### config.mk
export PLATFORM = sky130hd
export DESIGN_NAME = slurm32_cpu_writeback_lq
export DESIGN_NICKNAME = d
export VERILOG_FILES = /design/src/rtl/slurm32_cpu_writeback_lq_pkg.sv /design/src/rtl/slurm32_wb_load_queue.sv /design/src/rtl/slurm32_cpu_writeback_lq.sv
export SDC_FILE = /design/constraint.sdc
export NUM_CORES = 1
export LEC_CHECK = 0
export ABC_CLOCK_PERIOD_IN_PS = 5220
export CAP_MARGIN = 20
export CORE_MARGIN = 1.5
export CORE_UTILIZATION = 50
export CTS_CLUSTER_SIZE = 20
export DETAILED_ROUTE_END_ITERATION = 16
export PLACE_DENSITY_LB_ADDON = 0.05
export SKIP_CTS_REPAIR_TIMING = 1
export SYNTH_ARGS = -nofsm -noshare
export SYNTH_HDL_FRONTEND = slang
export SYNTH_SLANG_ARGS = --single-unit
### constraint.sdc
create_clock -name CLK -period 5.22 [get_ports CLK]
set_input_delay 1.566 -clock CLK [delete_from_list [all_inputs] [get_ports CLK]]
set_output_delay 1.566 -clock CLK [all_outputs]
set_load 0.02 [all_outputs]
### src/rtl/slurm32_cpu_writeback_lq_pkg.sv
// Shared SLURM32 writeback decode: link register numbers, instruction match patterns,
// register field extraction and load-data alignment.
package slurm32_cpu_writeback_lq_pkg;

  localparam int LINK_REGISTER           = 15;
  localparam int INTERRUPT_LINK_REGISTER = 14;

  // Major opcode in [31:28]; [27] is the link / signed flag; fields dest [11:8], src [7:4], src2 [3:0]
  localparam logic [31:0] INSTRUCTION_CASEX_ALU_SINGLE_REG = 32'b0001_????_????_????_????_????_????_????;
  localparam logic [31:0] INSTRUCTION_CASEX_ALU_REG_REG    = 32'b0010_????_????_????_????_????_????_????;
  localparam logic [31:0] INSTRUCTION_CASEX_ALU_REG_IMM    = 32'b0011_????_????_????_????_????_????_????;
  localparam logic [31:0] INSTRUCTION_CASEX_BRANCH         = 32'b0100_????_????_????_????_????_????_????;
  localparam logic [31:0] INSTRUCTION_CASEX_COND_ALU       = 32'b0101_????_????_????_????_????_????_????;
  localparam logic [31:0] INSTRUCTION_CASEX_LOAD           = 32'b0110_????_????_????_????_????_????_????;

  typedef enum logic [2:0] {
    WB_NONE,
    WB_SRC2,
    WB_DEST,
    WB_LINK,
    WB_COND_SRC,
    WB_LOAD
  } wb_kind_t;

  function automatic logic [7:0] reg_dest_from_ins(input logic [31:0] ins);
    return {4'b0000, ins[11:8]};
  endfunction

  function automatic logic [7:0] reg_src_from_ins(input logic [31:0] ins);
    return {4'b0000, ins[7:4]};
  endfunction

  function automatic logic [7:0] reg_src2_from_ins(input logic [31:0] ins);
    return {4'b0000, ins[3:0]};
  endfunction

  function automatic logic is_branch_link_from_ins(input logic [31:0] ins);
    return ins[27];
  endfunction

  function automatic logic is_load_signed_from_ins(input logic [31:0] ins);
    return ins[27];
  endfunction

  function automatic wb_kind_t classify_from_ins(input logic [31:0] ins);
    wb_kind_t k;
    k = WB_NONE;
    casez (ins)
      INSTRUCTION_CASEX_ALU_SINGLE_REG: k = WB_SRC2;
      INSTRUCTION_CASEX_ALU_REG_REG:    k = WB_DEST;
      INSTRUCTION_CASEX_ALU_REG_IMM:    k = WB_DEST;
      INSTRUCTION_CASEX_BRANCH:         k = is_branch_link_from_ins(ins) ? WB_LINK : WB_NONE;
      INSTRUCTION_CASEX_COND_ALU:       k = WB_COND_SRC;
      INSTRUCTION_CASEX_LOAD:           k = WB_LOAD;
      default:                          k = WB_NONE;
    endcase
    return k;
  endfunction

  // Mask bit i selects byte lane i (bits 8i+7:8i); unrecognised masks fall back to the full word
  function automatic logic [31:0] load_align(input logic [31:0] d, input logic [3:0] m,
                                             input logic s);
    logic [31:0] r;
    r = d;
    case (m)
      4'b0011: r = {{16{s & d[15]}}, d[15:0]};
      4'b1100: r = {{16{s & d[31]}}, d[31:16]};
      4'b0001: r = {{24{s & d[7]}},  d[7:0]};
      4'b0010: r = {{24{s & d[15]}}, d[15:8]};
      4'b0100: r = {{24{s & d[23]}}, d[23:16]};
      4'b1000: r = {{24{s & d[31]}}, d[31:24]};
      default: r = d;
    endcase
    return r;
  endfunction

endpackage

### src/rtl/slurm32_wb_load_queue.sv
// In-order pending-load FIFO with full/empty flags and a parallel compare of
// caller-supplied register selects against every pending load destination.
module slurm32_wb_load_queue #(
  parameter int REGISTER_BITS = 8,
  parameter int DEPTH         = 2,
  parameter int NUM_CMP       = 1
) (
  input  logic                                   CLK,
  input  logic                                   RSTb,
  input  logic                                   push,
  input  logic [REGISTER_BITS-1:0]               push_dest,
  input  logic [3:0]                             push_mask,
  input  logic                                   push_signed,
  input  logic                                   pop,
  output logic [REGISTER_BITS-1:0]               head_dest,
  output logic [3:0]                             head_mask,
  output logic                                   head_signed,
  output logic                                   full,
  output logic                                   empty,
  input  logic [NUM_CMP-1:0][REGISTER_BITS-1:0]  cmp_sel,
  output logic [NUM_CMP-1:0]                     cmp_hit
);

  localparam int PTR_W = (DEPTH > 1) ? $clog2(DEPTH) : 1;
  localparam int CNT_W = $clog2(DEPTH) + 1;

  logic [REGISTER_BITS-1:0] dest_q   [DEPTH];
  logic [3:0]               mask_q   [DEPTH];
  logic                     signed_q [DEPTH];
  logic [DEPTH-1:0]         valid_q;
  logic [PTR_W-1:0]         wr_ptr, rd_ptr;
  logic [CNT_W-1:0]         count;
  logic                     do_push, do_pop;

  function automatic logic [PTR_W-1:0] next_ptr(input logic [PTR_W-1:0] p);
    return (p == PTR_W'(DEPTH - 1)) ? '0 : p + PTR_W'(1);
  endfunction

  assign full        = (count == CNT_W'(DEPTH));
  assign empty       = (count == '0);
  assign do_push     = push & ~full;
  assign do_pop      = pop & ~empty;
  assign head_dest   = dest_q[rd_ptr];
  assign head_mask   = mask_q[rd_ptr];
  assign head_signed = signed_q[rd_ptr];

  always_ff @(posedge CLK or negedge RSTb) begin
    if (!RSTb) begin
      wr_ptr  <= '0;
      rd_ptr  <= '0;
      count   <= '0;
      valid_q <= '0;
      for (int i = 0; i < DEPTH; i++) begin
        dest_q[i]   <= '0;
        mask_q[i]   <= '0;
        signed_q[i] <= 1'b0;
      end
    end else begin
      if (do_pop) begin
        valid_q[rd_ptr] <= 1'b0;
        rd_ptr          <= next_ptr(rd_ptr);
      end
      if (do_push) begin
        valid_q[wr_ptr]  <= 1'b1;
        dest_q[wr_ptr]   <= push_dest;
        mask_q[wr_ptr]   <= push_mask;
        signed_q[wr_ptr] <= push_signed;
        wr_ptr           <= next_ptr(wr_ptr);
      end
      case ({do_push, do_pop})
        2'b10:   count <= count + CNT_W'(1);
        2'b01:   count <= count - CNT_W'(1);
        default: count <= count;
      endcase
    end
  end

  // r0 is never a real destination, so a zero select never reports busy
  always_comb begin
    cmp_hit = '0;
    for (int c = 0; c < NUM_CMP; c++) begin
      for (int i = 0; i < DEPTH; i++) begin
        if (valid_q[i] && (dest_q[i] == cmp_sel[c])) cmp_hit[c] = 1'b1;
      end
      if (cmp_sel[c] == '0) cmp_hit[c] = 1'b0;
    end
  end

endmodule

### src/rtl/slurm32_cpu_writeback_lq.sv
// SLURM32 stage-4 writeback: single registered write port, pending-load queue, skid register.
// Define SLURM32_WB_SCOREBOARD_QUERY_EN to add the query_sel_a/b -> query_busy load-use ports.
module slurm32_cpu_writeback_lq
  import slurm32_cpu_writeback_lq_pkg::*;
#(
  parameter int REGISTER_BITS    = 8,
  parameter int BITS             = 32,
  parameter int ADDRESS_BITS     = 32,
  parameter int LOAD_QUEUE_DEPTH = 2
) (
  input  logic                     CLK,
  input  logic                     RSTb,
  input  logic [BITS-1:0]          instruction,
  input  logic [BITS-1:0]          aluOut,
  input  logic [ADDRESS_BITS-1:0]  pc_stage4,
  input  logic                     nop_stage4,
  input  logic                     cond_pass,
  input  logic                     load_interrupt_return_address,
  input  logic [3:0]               memory_mask_delayed,
  input  logic [BITS-1:0]          memory_in,
  input  logic                     memory_valid,
  output logic                     stall,
  output logic                     reg_wr_en,
  output logic [REGISTER_BITS-1:0] reg_wr_sel,
  output logic [BITS-1:0]          reg_out,
  output logic                     wb_error
`ifdef SLURM32_WB_SCOREBOARD_QUERY_EN
  ,
  input  logic [REGISTER_BITS-1:0] query_sel_a,
  input  logic [REGISTER_BITS-1:0] query_sel_b,
  output logic [1:0]               query_busy
`endif
);

`ifdef SLURM32_WB_SCOREBOARD_QUERY_EN
  localparam int NUM_CMP = 3;
`else
  localparam int NUM_CMP = 1;
`endif

  wb_kind_t                              kind;
  logic                                  slot_valid, slot_is_load, accept, load_ret;
  logic                                  res_wr;
  logic [REGISTER_BITS-1:0]              res_sel;
  logic [BITS-1:0]                       res_data;
  logic [ADDRESS_BITS-3:0]               link_hi;
  logic                                  skid_valid;
  logic [REGISTER_BITS-1:0]              skid_sel;
  logic [BITS-1:0]                       skid_data;
  logic                                  q_full, q_empty;
  logic [REGISTER_BITS-1:0]              head_dest;
  logic [3:0]                            head_mask;
  logic                                  head_signed;
  logic [NUM_CMP-1:0][REGISTER_BITS-1:0] cmp_sel;
  logic [NUM_CMP-1:0]                    cmp_hit;

  assign kind       = classify_from_ins(instruction);
  assign link_hi    = pc_stage4[ADDRESS_BITS-1:2] + (ADDRESS_BITS-2)'(1);
  assign slot_valid = ~nop_stage4 | load_interrupt_return_address;

  always_comb begin
    res_wr       = 1'b0;
    res_sel      = '0;
    res_data     = aluOut;
    slot_is_load = 1'b0;
    if (load_interrupt_return_address) begin
      res_wr   = 1'b1;
      res_sel  = REGISTER_BITS'(INTERRUPT_LINK_REGISTER);
      res_data = BITS'(pc_stage4);
    end else if (!nop_stage4) begin
      case (kind)
        WB_SRC2: begin
          res_wr  = 1'b1;
          res_sel = REGISTER_BITS'(reg_src2_from_ins(instruction));
        end
        WB_DEST: begin
          res_wr  = 1'b1;
          res_sel = REGISTER_BITS'(reg_dest_from_ins(instruction));
        end
        WB_LINK: begin
          res_wr   = 1'b1;
          res_sel  = REGISTER_BITS'(LINK_REGISTER);
          res_data = BITS'({link_hi, 2'b00});
        end
        WB_COND_SRC: begin
          res_wr  = cond_pass;
          res_sel = REGISTER_BITS'(reg_src_from_ins(instruction));
        end
        WB_LOAD: slot_is_load = 1'b1;
        default: res_wr = 1'b0;
      endcase
    end
    if (res_sel == '0) res_wr = 1'b0;
  end

`ifdef SLURM32_WB_SCOREBOARD_QUERY_EN
  assign cmp_sel    = {query_sel_b, query_sel_a, res_sel};
  assign query_busy = cmp_hit[2:1];
`else
  assign cmp_sel    = res_sel;
`endif

  // Fullness and dest matches come from registered queue state, so a same-cycle pop never unstalls
  assign stall    = skid_valid
                  | (slot_valid & slot_is_load & q_full)
                  | (res_wr & cmp_hit[0]);
  assign accept   = slot_valid & ~stall;
  assign load_ret = memory_valid & ~q_empty;

  slurm32_wb_load_queue #(
    .REGISTER_BITS (REGISTER_BITS),
    .DEPTH         (LOAD_QUEUE_DEPTH),
    .NUM_CMP       (NUM_CMP)
  ) u_load_queue (
    .CLK         (CLK),
    .RSTb        (RSTb),
    .push        (accept & slot_is_load),
    .push_dest   (REGISTER_BITS'(reg_dest_from_ins(instruction))),
    .push_mask   (memory_mask_delayed),
    .push_signed (is_load_signed_from_ins(instruction)),
    .pop         (load_ret),
    .head_dest   (head_dest),
    .head_mask   (head_mask),
    .head_signed (head_signed),
    .full        (q_full),
    .empty       (q_empty),
    .cmp_sel     (cmp_sel),
    .cmp_hit     (cmp_hit)
  );

  // Write port: load return wins, then the skid entry, then the new stage-4 result
  always_ff @(posedge CLK or negedge RSTb) begin
    if (!RSTb) begin
      reg_wr_en  <= 1'b0;
      reg_wr_sel <= '0;
      reg_out    <= '0;
      skid_valid <= 1'b0;
      skid_sel   <= '0;
      skid_data  <= '0;
      wb_error   <= 1'b0;
    end else begin
      reg_wr_en <= 1'b0;
      if (memory_valid && q_empty) wb_error <= 1'b1;
      if (load_ret) begin
        reg_wr_en  <= (head_dest != '0);
        reg_wr_sel <= head_dest;
        reg_out    <= load_align(memory_in, head_mask, head_signed);
        if (accept && res_wr) begin
          skid_valid <= 1'b1;
          skid_sel   <= res_sel;
          skid_data  <= res_data;
        end
      end else if (skid_valid) begin
        reg_wr_en  <= 1'b1;
        reg_wr_sel <= skid_sel;
        reg_out    <= skid_data;
        skid_valid <= 1'b0;
      end else if (accept && res_wr) begin
        reg_wr_en  <= 1'b1;
        reg_wr_sel <= res_sel;
        reg_out    <= res_data;
      end
    end
  end

endmodule

==> impl_summary.log, run 1 <==
INFO  metric status = complete, no violations
INFO  metric syn_area_per_cell = 9.147 um^2
INFO  metric grtUsageTotal = 31.42%
INFO  metric grt_first_pass_wirelength = 35770 um
INFO  metric synthTopCellsByArea = dfrtp_1 35%, mux2_4 9.5%, mux2_2 6.0%
INFO  metric final_cell_area = 0.009390 mm^2
INFO  metric path_clk_slew = 0.07 ns
INFO  metric power.ir.vdd_worst = 306.8 uV
INFO  metric drtIter0Drc = 650
INFO  metric placement.cell_area = 0.008986 mm^2
INFO  metric p_leak = 4.066 nW
INFO  metric f_max = 0.1938 GHz
INFO  metric max_cap_violations = 0
INFO  metric synth_top_cell_area_share = 35.50%
INFO  metric post-route-util = 69.80%
INFO  metric detail_route.first_pass.iterations = 7
INFO  metric start_util = 51.88%
INFO  metric worst-endpoint-required = 3.65 ns
INFO  metric route.detailed.wl_per_inst = 20.57 um
INFO  metric cts_tree = yes
INFO  metric layout_worst_path_cycle_share = 98.86%
INFO  metric postLayoutSetupSlackWorst = 0.05954 ns
INFO  metric p_seq_share = 32.6%
INFO  metric synth_cells = 763
INFO  metric multiInputGateArea = 0.004169 mm^2
INFO  metric worst-endpoint-arrival = 3.59 ns
INFO  metric io_pins = 181
INFO  metric ys_dominant_reg_cell = dfrtp_1
INFO  metric nets_finish = 1082
INFO  metric final.fill_count = 1046
INFO  metric cell_area_after_technology_mapping = 0.006979 mm^2
INFO  metric timing.slew.headroom = 35.73%
INFO  metric antenna_found_initial = 0
INFO  metric tightest_slew = 0.9567 ns
INFO  metric synth-edff-count = 0
INFO  metric p_clk_share = 16.4%
INFO  metric finalSetupViolations = 0
INFO  metric finalClockSkew = 0.005768 ns
INFO  metric ys_types = 72
INFO  metric cts_max_level = 3
INFO  metric finalHoldViolations = 0
INFO  metric syn_to_final_growth = 34.55%
INFO  metric timing.critical_path.fanout_max = 2
INFO  metric design.core.area = 0.01345 mm^2
INFO  metric nature_of_the_critical_path_endpoint = output pin
INFO  metric synth-seq-area-share = 35.50%
INFO  metric routed_wl = 23100 um
INFO  metric post-synth-top-count-cell = dfrtp_1
INFO  metric layoutNonFillerInstCount = 1123
INFO  metric final_period_minus_worst_setup_slack = 5.160 ns
INFO  metric fp.dieW = 121.1 um
INFO  metric grt-ovfl-total = 0
INFO  metric grt_start_max_net_pins = 80
INFO  metric sequential_cell_area = 0.002477 mm^2
INFO  metric switching_share = 38.91%
INFO  metric critPathLaunchType = input port
INFO  metric grt_setup_unrepaired = false
INFO  metric row_count = 42
INFO  metric diodes = 0
INFO  metric cts_made_buffers = 9
INFO  metric synth-async-reset-ratio = 100.0%
INFO  metric clock-sinks = 99
INFO  metric ys_seq_elements = 99
INFO  metric buffer_ports.inserted = 161
INFO  metric via_cell_ratio = 6.152
INFO  metric clk_path_buf_depth = 2
INFO  metric die-area = 0.01468 mm^2
INFO  metric detailed_route_via_count = 6909
INFO  metric hold_path.class = flip-flop to flip-flop
INFO  metric ctsRootBufferMaster = clkbuf_16
INFO  metric power_density = 448.1 mW/mm^2
INFO  metric power.net_switching = 0.001637 W
INFO  metric post_synth_most_frequent_cells = 99 x dfrtp_1, 67 x nor2_1, 63 x nand2_1
INFO  metric drc = 0
INFO  metric drive_gt1_share = 19.01%
INFO  metric first_global_vias = 6843
INFO  metric worst-setup-path-type = input port to output pin
INFO  metric clock_latency = 0.35 ns
INFO  metric placed_cells_incl_taps = 1105
INFO  metric drv_slew = 0
INFO  metric p_int = 0.002570 W
INFO  metric drtAntennaViolNets = 0
INFO  metric yosys_warnings = 0
INFO  metric post_place_setup_slack = -0.7662 ns
INFO  metric die_h = 121.1 um
INFO  metric detailed_placement_hpwl = 17310 um
INFO  metric routabilityCongestion = 0.9117
INFO  metric p_comb_share = 51.0%
INFO  metric synth_top_area_cell = dfrtp_1
sequential cells by signal (all words and copies together) (netlist names), 2 cells and up:
| signal | cells |
|---|---|
| reg_wr_sel | 4 |
| skid_data | 32 |
| skid_sel | 4 |
| u_load_queue.dest_q | 8 |
| reg_out | 32 |
| u_load_queue.mask_q | 8 |
| u_load_queue.signed_q | 2 |
| u_load_queue.count | 2 |
| u_load_queue.valid_q | 2 |
cell usage in the layout, fill, tap and decap left out, types with 7 or more instances in the layout:
master           netlist  routed
inv_1                 28      28
o21ai_0               40      39
clkbuf_16              0       9
mux2_2                37      36
mux2i_1               25      25
a211o_1                8       8
clkdlybuf4s50_1        0     150
a31oi_1               19      19
o22ai_1               10      10
a22oi_1               15      15
nor3_1                18      18
xnor2_1                7       7
o211ai_1               7       7
nand3_1               17      17
and3_1                 7       7
nand4_1               15      15
buf_4                  4      57
or3_1                  9       9
mux2_4                44      45
a211oi_1              10       9
o22a_1                 9       9
a21oi_1               57      56
nor2_1                67      67
dlymetal6s2s_1         0       8
dfrtp_1               99      99
nand2_1               63      63
worst max-delay path, stage by stage:
cell             delay (ns)
clkdlybuf4s50_1        0.41
mux2_4                 0.28
a211o_1                0.33
a31oi_1                0.14
nand4b_1               0.11
or3_1                  0.37
a21oi_1                0.14
or2_4                  0.14
buf_6                  0.11
layer usage:
| layer | wire (um) | GRT usage [%] | vias to the layer above |
|---|---|---|---|
| li1 | - | - | 3183 |
| met1 | 8858 | 37.76 | 3387 |
| met2 | 12150 | 56.39 | 287 |
| met4 | 784 | 12.72 | 0 |
| met5 | 0 | 0 | - |
| met3 | 1306 | 4.417 | 52 |
area by class of cell:
class,count,area share [%]
inverter,29,1.159
multi-input combinational,583,44.40
timing repair buffer,220,22.51
tap,176,2.345
clock buffer,9,2.398
clock inverter,7,0.8128
sequential,99,26.38
worst paths after layout:
kind	end	cells after the start	slack, ns	startpoint
min in group asynchronous	skid_data[8]$_DFFE_PN0P_	1	1.02	RSTb
max in group asynchronous	reg_out[31]$_DFFE_PN0P_	3	3.27	RSTb
hold / removal	wb_error$_DFFE_PN0P_	1	0.47	wb_error$_DFFE_PN0P_
setup / recovery	stall	9	0.06	instruction[1]
setup reg to reg	reg_out[16]$_DFFE_PN0P_	8	1.33	u_load_queue.rd_ptr$_DFFE_PN0P_
hold reg to reg	wb_error$_DFFE_PN0P_	1	0.47	wb_error$_DFFE_PN0P_
metrics by stage:
step           power [W]  hold slack (ns)  setup TNS (ns)
2_1_floorplan   0.002685           0.4395               0
3_3_place_gp    0.003402           0.4454         -0.7149
3_5_place_dp    0.003478           0.4473         -0.7662
4_1_cts         0.004182           0.4687         -0.7911
5_1_grt         0.004412           0.5009               0
6_report        0.004208           0.4656               0
cells by family after synthesis:
group	Yosys count	share of synthesized area, %
simple gates	231	16.15
buf+inv	84	5.665
xor+xnor	11	1.380
compound gates	229	21.87
fa+ha+maj	2	0.3585
flops	99	35.50
other cells	1	0.05373
mux	106	19.02
power by group through the flow:
stage	Sequential, W	Clock, W	Combinational, W
final	0.00137	0.000689	0.00215
after global routing	0.00141	0.000726	0.00228
after CTS	0.00136	0.000694	0.00213
after detailed placement	0.00137	0	0.00211
after global placement	0.00134	0	0.00206
after floorplan	0.00145	0	0.00124
No activity file was read; power rests on OpenSTA's default activity.
==> inputs of run 2 (changes only) <==
Settings changed: SYNTH_HIERARCHICAL set to 1.
==> run 2 against run 1 <==
Compared with the run above: design area grew 8.7%; non-clock buffer count rose by 8; register-to-register slack better by 0.55 ns; clock power down 5.2%; the flow now finishes with violations (negative setup slack); power decreased by 0.90%; combinational power decreased by 3%; setup slack got worse by 0.23 ns; wire length rose by 1.8%; worst hold slack gained 0.011 ns.
==> impl_summary.log, run 2 <==
INFO  metric clk_path_buf_depth = 2
INFO  metric cts_max_level = 3
INFO  metric synth-seq-area-share = 36.29%
INFO  metric layout_worst_path_cycle_share = 103.3%
INFO  metric yosys_warnings = 6
INFO  metric nature_of_the_critical_path_endpoint = output pin
INFO  metric p_leak = 4.340 nW
INFO  metric row_count = 45
INFO  metric worst-r2r-cell-count = 8
INFO  metric drive_gt1_share = 16.48%
INFO  metric mostFrequentLayoutCells = 153 x clkdlybuf4s50_1, 127 x nand2_1, 111 x dfrtp_1, 61 x a21oi_1, 61 x o21ai_0
INFO  metric detailed_route_via_count = 7453
INFO  metric buffer_ports.inserted = 165
INFO  metric grtUsageTotal = 29.60%
INFO  metric drtIter0Drc = 738
INFO  metric cts_tree = yes
INFO  metric via_cell_ratio = 5.962
INFO  metric design.core.area = 0.01509 mm^2
INFO  metric max_cap_violations = 0
INFO  metric synth_cells = 867
INFO  metric routabilityCongestion = 0.9341
INFO  metric cts_made_buffers = 9
INFO  metric final_period_minus_worst_setup_slack = 5.392 ns
INFO  metric grt_first_pass_wirelength = 37400 um
INFO  metric routed_wl = 23510 um
INFO  metric die_h = 126.7 um
INFO  metric power_density = 408.4 mW/mm^2
INFO  metric grt-ovfl-total = 0
INFO  metric power.ir.vdd_worst = 205.5 uV
INFO  metric worst-endpoint-required = 3.65 ns
INFO  metric worst-setup-path-type = input port to output pin
INFO  metric setup_slack_of_the_worst_register_to_register_path = 1.88 ns
INFO  metric die-area = 0.01606 mm^2
INFO  metric grt_setup_unrepaired = true
INFO  metric synth-async-reset-ratio = 100.0%
INFO  metric crit-reg2reg-launch = u_load_queue/rd_ptr$_DFFE_PN0N_
INFO  metric postLayoutSetupSlackWorst = -0.1723 ns
INFO  metric syn_area_per_cell = 8.828 um^2
INFO  metric hold_path.startpoint = skid_data[25]$_DFFE_PN0P_
INFO  metric syn_to_final_growth = 33.41%
INFO  metric cell_area_after_technology_mapping = 0.007654 mm^2
INFO  metric detailed_placement_hpwl = 17400 um
INFO  metric report.power.total = 0.004170 W
INFO  metric timing.critical_path.fanout_max = 3
INFO  metric synth-edff-count = 0
INFO  metric timing.hold.worst_path_depth = 2
INFO  metric fp.dieW = 126.7 um
INFO  metric post-route-util = 67.67%
INFO  metric io_pins = 181
INFO  metric holdPathEnd = skid_data[25]$_DFFE_PN0P_
INFO  metric violations = negative setup slack
INFO  metric ys_types = 88
INFO  metric path_clk_slew = 0.07 ns
INFO  metric nets_finish = 1198
INFO  metric clock_latency = 0.36 ns
INFO  metric antenna_found_initial = 0
INFO  metric hold_path.class = flip-flop to flip-flop
INFO  metric drtAntennaViolNets = 0
INFO  metric finalHoldViolations = 0
INFO  metric status = finished, violations left
INFO  metric critPathLaunchType = input port
INFO  metric tightest_slew = 0.8655 ns
INFO  metric route.detailed.wl_per_inst = 18.81 um
INFO  metric finalSetupViolations = 1
INFO  metric clock-sinks = 111
INFO  metric ctsRootBufferMaster = clkbuf_16
INFO  metric finalClockSkew = 0.01539 ns
INFO  metric worst-endpoint-arrival = 3.83 ns
INFO  metric f_max = 0.1855 GHz
INFO  metric crit-reg2reg-capture = reg_out[7]$_DFFE_PN0P_
INFO  metric mostFrequentLayoutCell = clkdlybuf4s50_1
INFO  metric setup_tns = -0.1723 ns
INFO  metric drc = 0
INFO  metric final.fill_count = 1256
INFO  metric grt_start_max_net_pins = 67
INFO  metric ys_seq_elements = 111
INFO  metric synthTopCellsByArea = dfrtp_1 36%, nand2_1 6.2%, mux2_2 5.1%
INFO  metric synth_top_cell_area_share = 36.29%
INFO  metric ys_dominant_reg_cell = dfrtp_1
INFO  metric drv_slew = 0
INFO  metric timing.slew.headroom = 42.30%
INFO  metric largest_registers = reg_out (32), skid_data (32), u_load_queue/dest_q (16)
INFO  metric post_synth_most_frequent_cells = 127 x nand2_1, 111 x dfrtp_1, 64 x o21ai_0
INFO  metric start_util = 50.72%
INFO  metric detail_route.first_pass.iterations = 5
INFO  metric post-synth-top-count-cell = nand2_1
INFO  metric first_global_vias = 6952
INFO  metric diodes = 0
INFO  metric synth_top_area_cell = dfrtp_1
==> run 2: worst max-delay path by stage <==
stage / startpoint / endpoint / slack [ns] / cells after the start
finish: instruction[1] / stall / -0.17 / 13
global route: instruction[1] / stall / -0.24 / 13
CTS: instruction[28] / stall / -1.24 / 12
detailed placement: instruction[28] / stall / -1.22 / 12
global placement: instruction[28] / stall / -1.14 / 11
floorplan: instruction[29] / stall / 0.04 / 10
==> run 2: logic make-up after synthesis <==
family	after synthesis	share of synthesized area, %
other	1	0.04900
XOR/XNOR	23	2.632
multiplexers	63	10.05
adder cells (fa/ha/maj)	2	0.3269
buffers and inverters	90	5.460
flip-flops	111	36.29
AND/OR/NAND/NOR	292	19.96
AO/OA/AOI/OAI	285	25.23
==> run 2: per-stage QoR <==
step                area, um^2  hold WS, ns  std cells  setup slack (ns)
floorplan                 7725       0.4413        886           0.04157
global placement          9723       0.4398       1227            -1.139
detailed placement        9723       0.4643       1227            -1.215
CTS                       9993       0.4791       1242            -1.241
global route             10210       0.5014       1250           -0.2406
finish                   10210       0.4770       1250           -0.1723
==> run 2: per-layer routing <==
layer | GRT usage [%] | wire, um
met1 | 46.59 | 11600
met2 | 41.34 | 9663
met3 | 5.736 | 1879
met4 | 7.420 | 366
met5 | 0 | 0
==> run 2: cell type report <==
class	instances	area (um^2)	area share (%)
Inverter	23	86.33	0.8455
Timing Repair Buffer	228	2188	21.43
Multi-Input combinational cell	685	4653	45.57
Sequential cell	111	2778	27.20
Tap cell	188	235.2	2.304
Clock buffer	10	229.0	2.242
Clock inverter	5	41.29	0.4044
==> run 2: power by group <==
part | switching, W | internal (W) | leakage (nW)
Sequential | 0.000233 | 0.00121 | 1.38
Combinational | 0.00111 | 0.000964 | 2.84
Clock | 0.000326 | 0.000326 | 0.126
==> run 2: critical path, stage by stage <==
cell             delay (ns)
clkdlybuf4s50_1        0.40
nor4bb_4               0.16
a211oi_4               0.29
o21ai_4                0.12
buf_4                  0.14
buf_4                  0.14
nor4_2                 0.36
nand2_1                0.17
nand3_2                0.10
o22ai_2                0.10
inv_2                  0.09
o21ai_4                0.06
buf_6                  0.15
==> inputs of run 3 (changes only) <==
Settings changed: CORE_MARGIN 1.5 to 8.
==> run 3 against run 2 <==
Compared with the run above: the flow still finishes with violations (negative setup slack); fmax up 1.2%; power grew 1.6%; global-route usage decreased by 5.1 points; via count grew 0.99%; non-clock buffer count fell by 2; critical path depth decreased by 2; clock-buffer cell count unchanged; register-to-register slack better by 0.07 ns; utilization barely moved; setup slack improved by 0.063 ns; clock power rose by 7.7%; largest cell class unchanged; highest routed layer unchanged.
==> impl_summary.log, run 3 (synthesized netlist as in run 2, its figures left out) <==
INFO  metric detailed_route_via_count = 7527
INFO  metric setup_slack_of_the_worst_register_to_register_path = 1.95 ns
INFO  metric status = finished, violations left
INFO  metric drtAntennaViolNets = 0
INFO  metric crit-reg2reg-launch = u_load_queue/rd_ptr$_DFFE_PN0N_
INFO  metric sequential_cell_area = 0.002778 mm^2
INFO  metric die_h = 139.7 um
INFO  metric cts_max_level = 3
INFO  metric p_int = 0.002520 W
INFO  metric cp_cell_sequence = clkdlybuf4s50_1, mux2_4, a211oi_4, o21ai_4, xor2_1, nor4_1, nand4_1, o22ai_2, inv_2, o21ai_2, buf_6
INFO  metric clk_path_buf_depth = 2
INFO  metric first_global_vias = 6928
INFO  metric hold-worst-slack = 0.4683 ns
INFO  metric multiInputGateArea = 0.004652 mm^2
INFO  metric placed_cells_incl_taps = 1225
INFO  metric mostFrequentLayoutCell = clkdlybuf4s50_1
INFO  metric power.net_switching = 0.001716 W
INFO  metric worst-endpoint-required = 3.65 ns
INFO  metric violations = negative setup slack
INFO  metric finalClockSkew = 0.008240 ns
INFO  metric grt_first_pass_wirelength = 38190 um
INFO  metric io_pins = 181
INFO  metric diodes = 0
INFO  metric largest_registers = reg_out (32), skid_data (32), u_load_queue/dest_q (16)
INFO  metric die-area = 0.01952 mm^2
INFO  metric routabilityCongestion = 0.9514
INFO  metric max_cap_violations = 0
INFO  metric max_stage_delay = 0.40 ns
INFO  metric start_util = 50.72%
INFO  metric crit_cells = 11
INFO  metric drv_slew = 0
INFO  metric cts_made_buffers = 9
INFO  metric cts_tree = yes
INFO  metric layoutNonFillerInstCount = 1249
INFO  metric worst-endpoint-arrival = 3.76 ns
INFO  metric via_cell_ratio = 6.026
INFO  metric slowest_stage = clkdlybuf4s50_1
INFO  metric p_seq_share = 34.1%
INFO  metric grt_setup_unrepaired = true
INFO  metric switching_share = 40.50%
INFO  metric clock_latency = 0.36 ns
INFO  metric routed_wl = 24680 um
INFO  metric ctsRootBufferMaster = clkbuf_16
INFO  metric placement.cell_area = 0.009696 mm^2
INFO  metric finalHoldViolations = 0
INFO  metric row_count = 45
INFO  metric postLayoutSetupSlackWorst = -0.1088 ns
INFO  metric final_cell_area = 0.01021 mm^2
INFO  metric setup_tns = -0.1088 ns
INFO  metric detail_route.first_pass.iterations = 5
INFO  metric p_comb_share = 49.3%
INFO  metric final_period_minus_worst_setup_slack = 5.329 ns
INFO  metric power_density = 414.7 mW/mm^2
INFO  metric path_clk_slew = 0.08 ns
INFO  metric post-route-util = 67.69%
INFO  metric buffer_ports.inserted = 165
INFO  metric p_clk_share = 16.6%
INFO  metric mostFrequentLayoutCells = 157 x clkdlybuf4s50_1, 126 x nand2_1, 111 x dfrtp_1, 62 x o21ai_0, 61 x a21oi_1
INFO  metric antenna_found_initial = 0
INFO  metric timing.critical_path.fanout_max = 3
INFO  metric critPathTopFamily = compound AO/OA/AOI/OAI gates
INFO  metric critPathLaunch = instruction[5]
INFO  metric p_leak = 4.309 nW
INFO  metric drive_gt1_share = 16.49%
INFO  metric drc = 0
INFO  metric worstPathBufferInverterCount = 3
INFO  metric worst-r2r-cell-count = 8
INFO  metric grt-ovfl-total = 0
INFO  metric tightest_slew = 0.8919 ns
INFO  metric critPathLaunchType = input port
INFO  metric clock-sinks = 111
INFO  metric grtUsageTotal = 24.48%
INFO  metric final.fill_count = 1250
INFO  metric fp.dieW = 139.7 um
INFO  metric syn_to_final_growth = 33.46%
INFO  metric hold_path.class = flip-flop to flip-flop
INFO  metric finalSetupViolations = 1
INFO  metric layout_worst_path_cycle_share = 102.1%
INFO  metric design.core.area = 0.01509 mm^2
INFO  metric crit-reg2reg-capture = reg_out[7]$_DFFE_PN0P_
INFO  metric critPathCapture = stall
INFO  metric route.detailed.wl_per_inst = 19.76 um
INFO  metric nature_of_the_critical_path_endpoint = output pin
INFO  metric grt_start_max_net_pins = 69
INFO  metric f_max = 0.1877 GHz
INFO  metric drtIter0Drc = 632
INFO  metric nets_finish = 1196
INFO  metric power.ir.vdd_worst = 197.2 uV
INFO  metric detailed_placement_hpwl = 18380 um
INFO  metric worst-setup-path-type = input port to output pin
INFO  metric timing.slew.headroom = 40.54%
run 3: changes by cell type in the layout (fill, tap and decap cells not counted), moves of 2 or more:
cell	before	now
inv_8	0	2
dlymetal6s2s_1	6	3
clkdlybuf4s50_1	153	157
buf_6	9	6
run 3: power groups by stage:
stage / registers, W / clock network [W] / logic, W
floorplan: 0.00158 / 0 / 0.00112
global placement: 0.00144 / 0 / 0.00202
detailed placement: 0.00145 / 0 / 0.00205
CTS: 0.00144 / 0.000711 / 0.00206
global route: 0.00148 / 0.000753 / 0.00227
finish: 0.00144 / 0.000703 / 0.00209
run 3: area by class of cell:
class,count,area share [%]
Clock inverter,6,0.6124
Clock buffer,10,2.340
Tap cell,188,2.303
Timing Repair Buffer,226,21.14
Inverter,23,0.8697
Sequential cell,111,27.19
Multi-Input combinational cell,685,45.54
run 3: per-layer routing:
metal	GRT usage [%]	share of wire [%]	up-vias
met4	6.800	1.6	0
met1	37.55	48	3537
met2	32.38	40	385
met3	6.430	9.6	28
li1	-	-	3577
met5	0	0	-
run 3: per-stage QoR:
step	setup slack, ns	total power (W)
after CTS	-1.209	0.004204
after detailed placement	-1.180	0.003500
after global placement	-1.096	0.003461
after global routing	-0.2226	0.004503
after floorplan	0.04157	0.002701
final	-0.1088	0.004236
run 3: how the worst min path moves through the flow:
stage / from / cells after the start / endpoint
5_1_grt: wb_error$_DFFE_PN0P_ / 1 / wb_error$_DFFE_PN0P_
3_3_place_gp: wb_error$_DFFE_PN0P_ / 1 / wb_error$_DFFE_PN0P_
4_1_cts: wb_error$_DFFE_PN0P_ / 1 / wb_error$_DFFE_PN0P_
3_5_place_dp: wb_error$_DFFE_PN0P_ / 1 / wb_error$_DFFE_PN0P_
2_1_floorplan: skid_data[25]$_DFFE_PN0P_ / 2 / skid_data[25]$_DFFE_PN0P_
6_report: wb_error$_DFFE_PN0P_ / 1 / wb_error$_DFFE_PN0P_
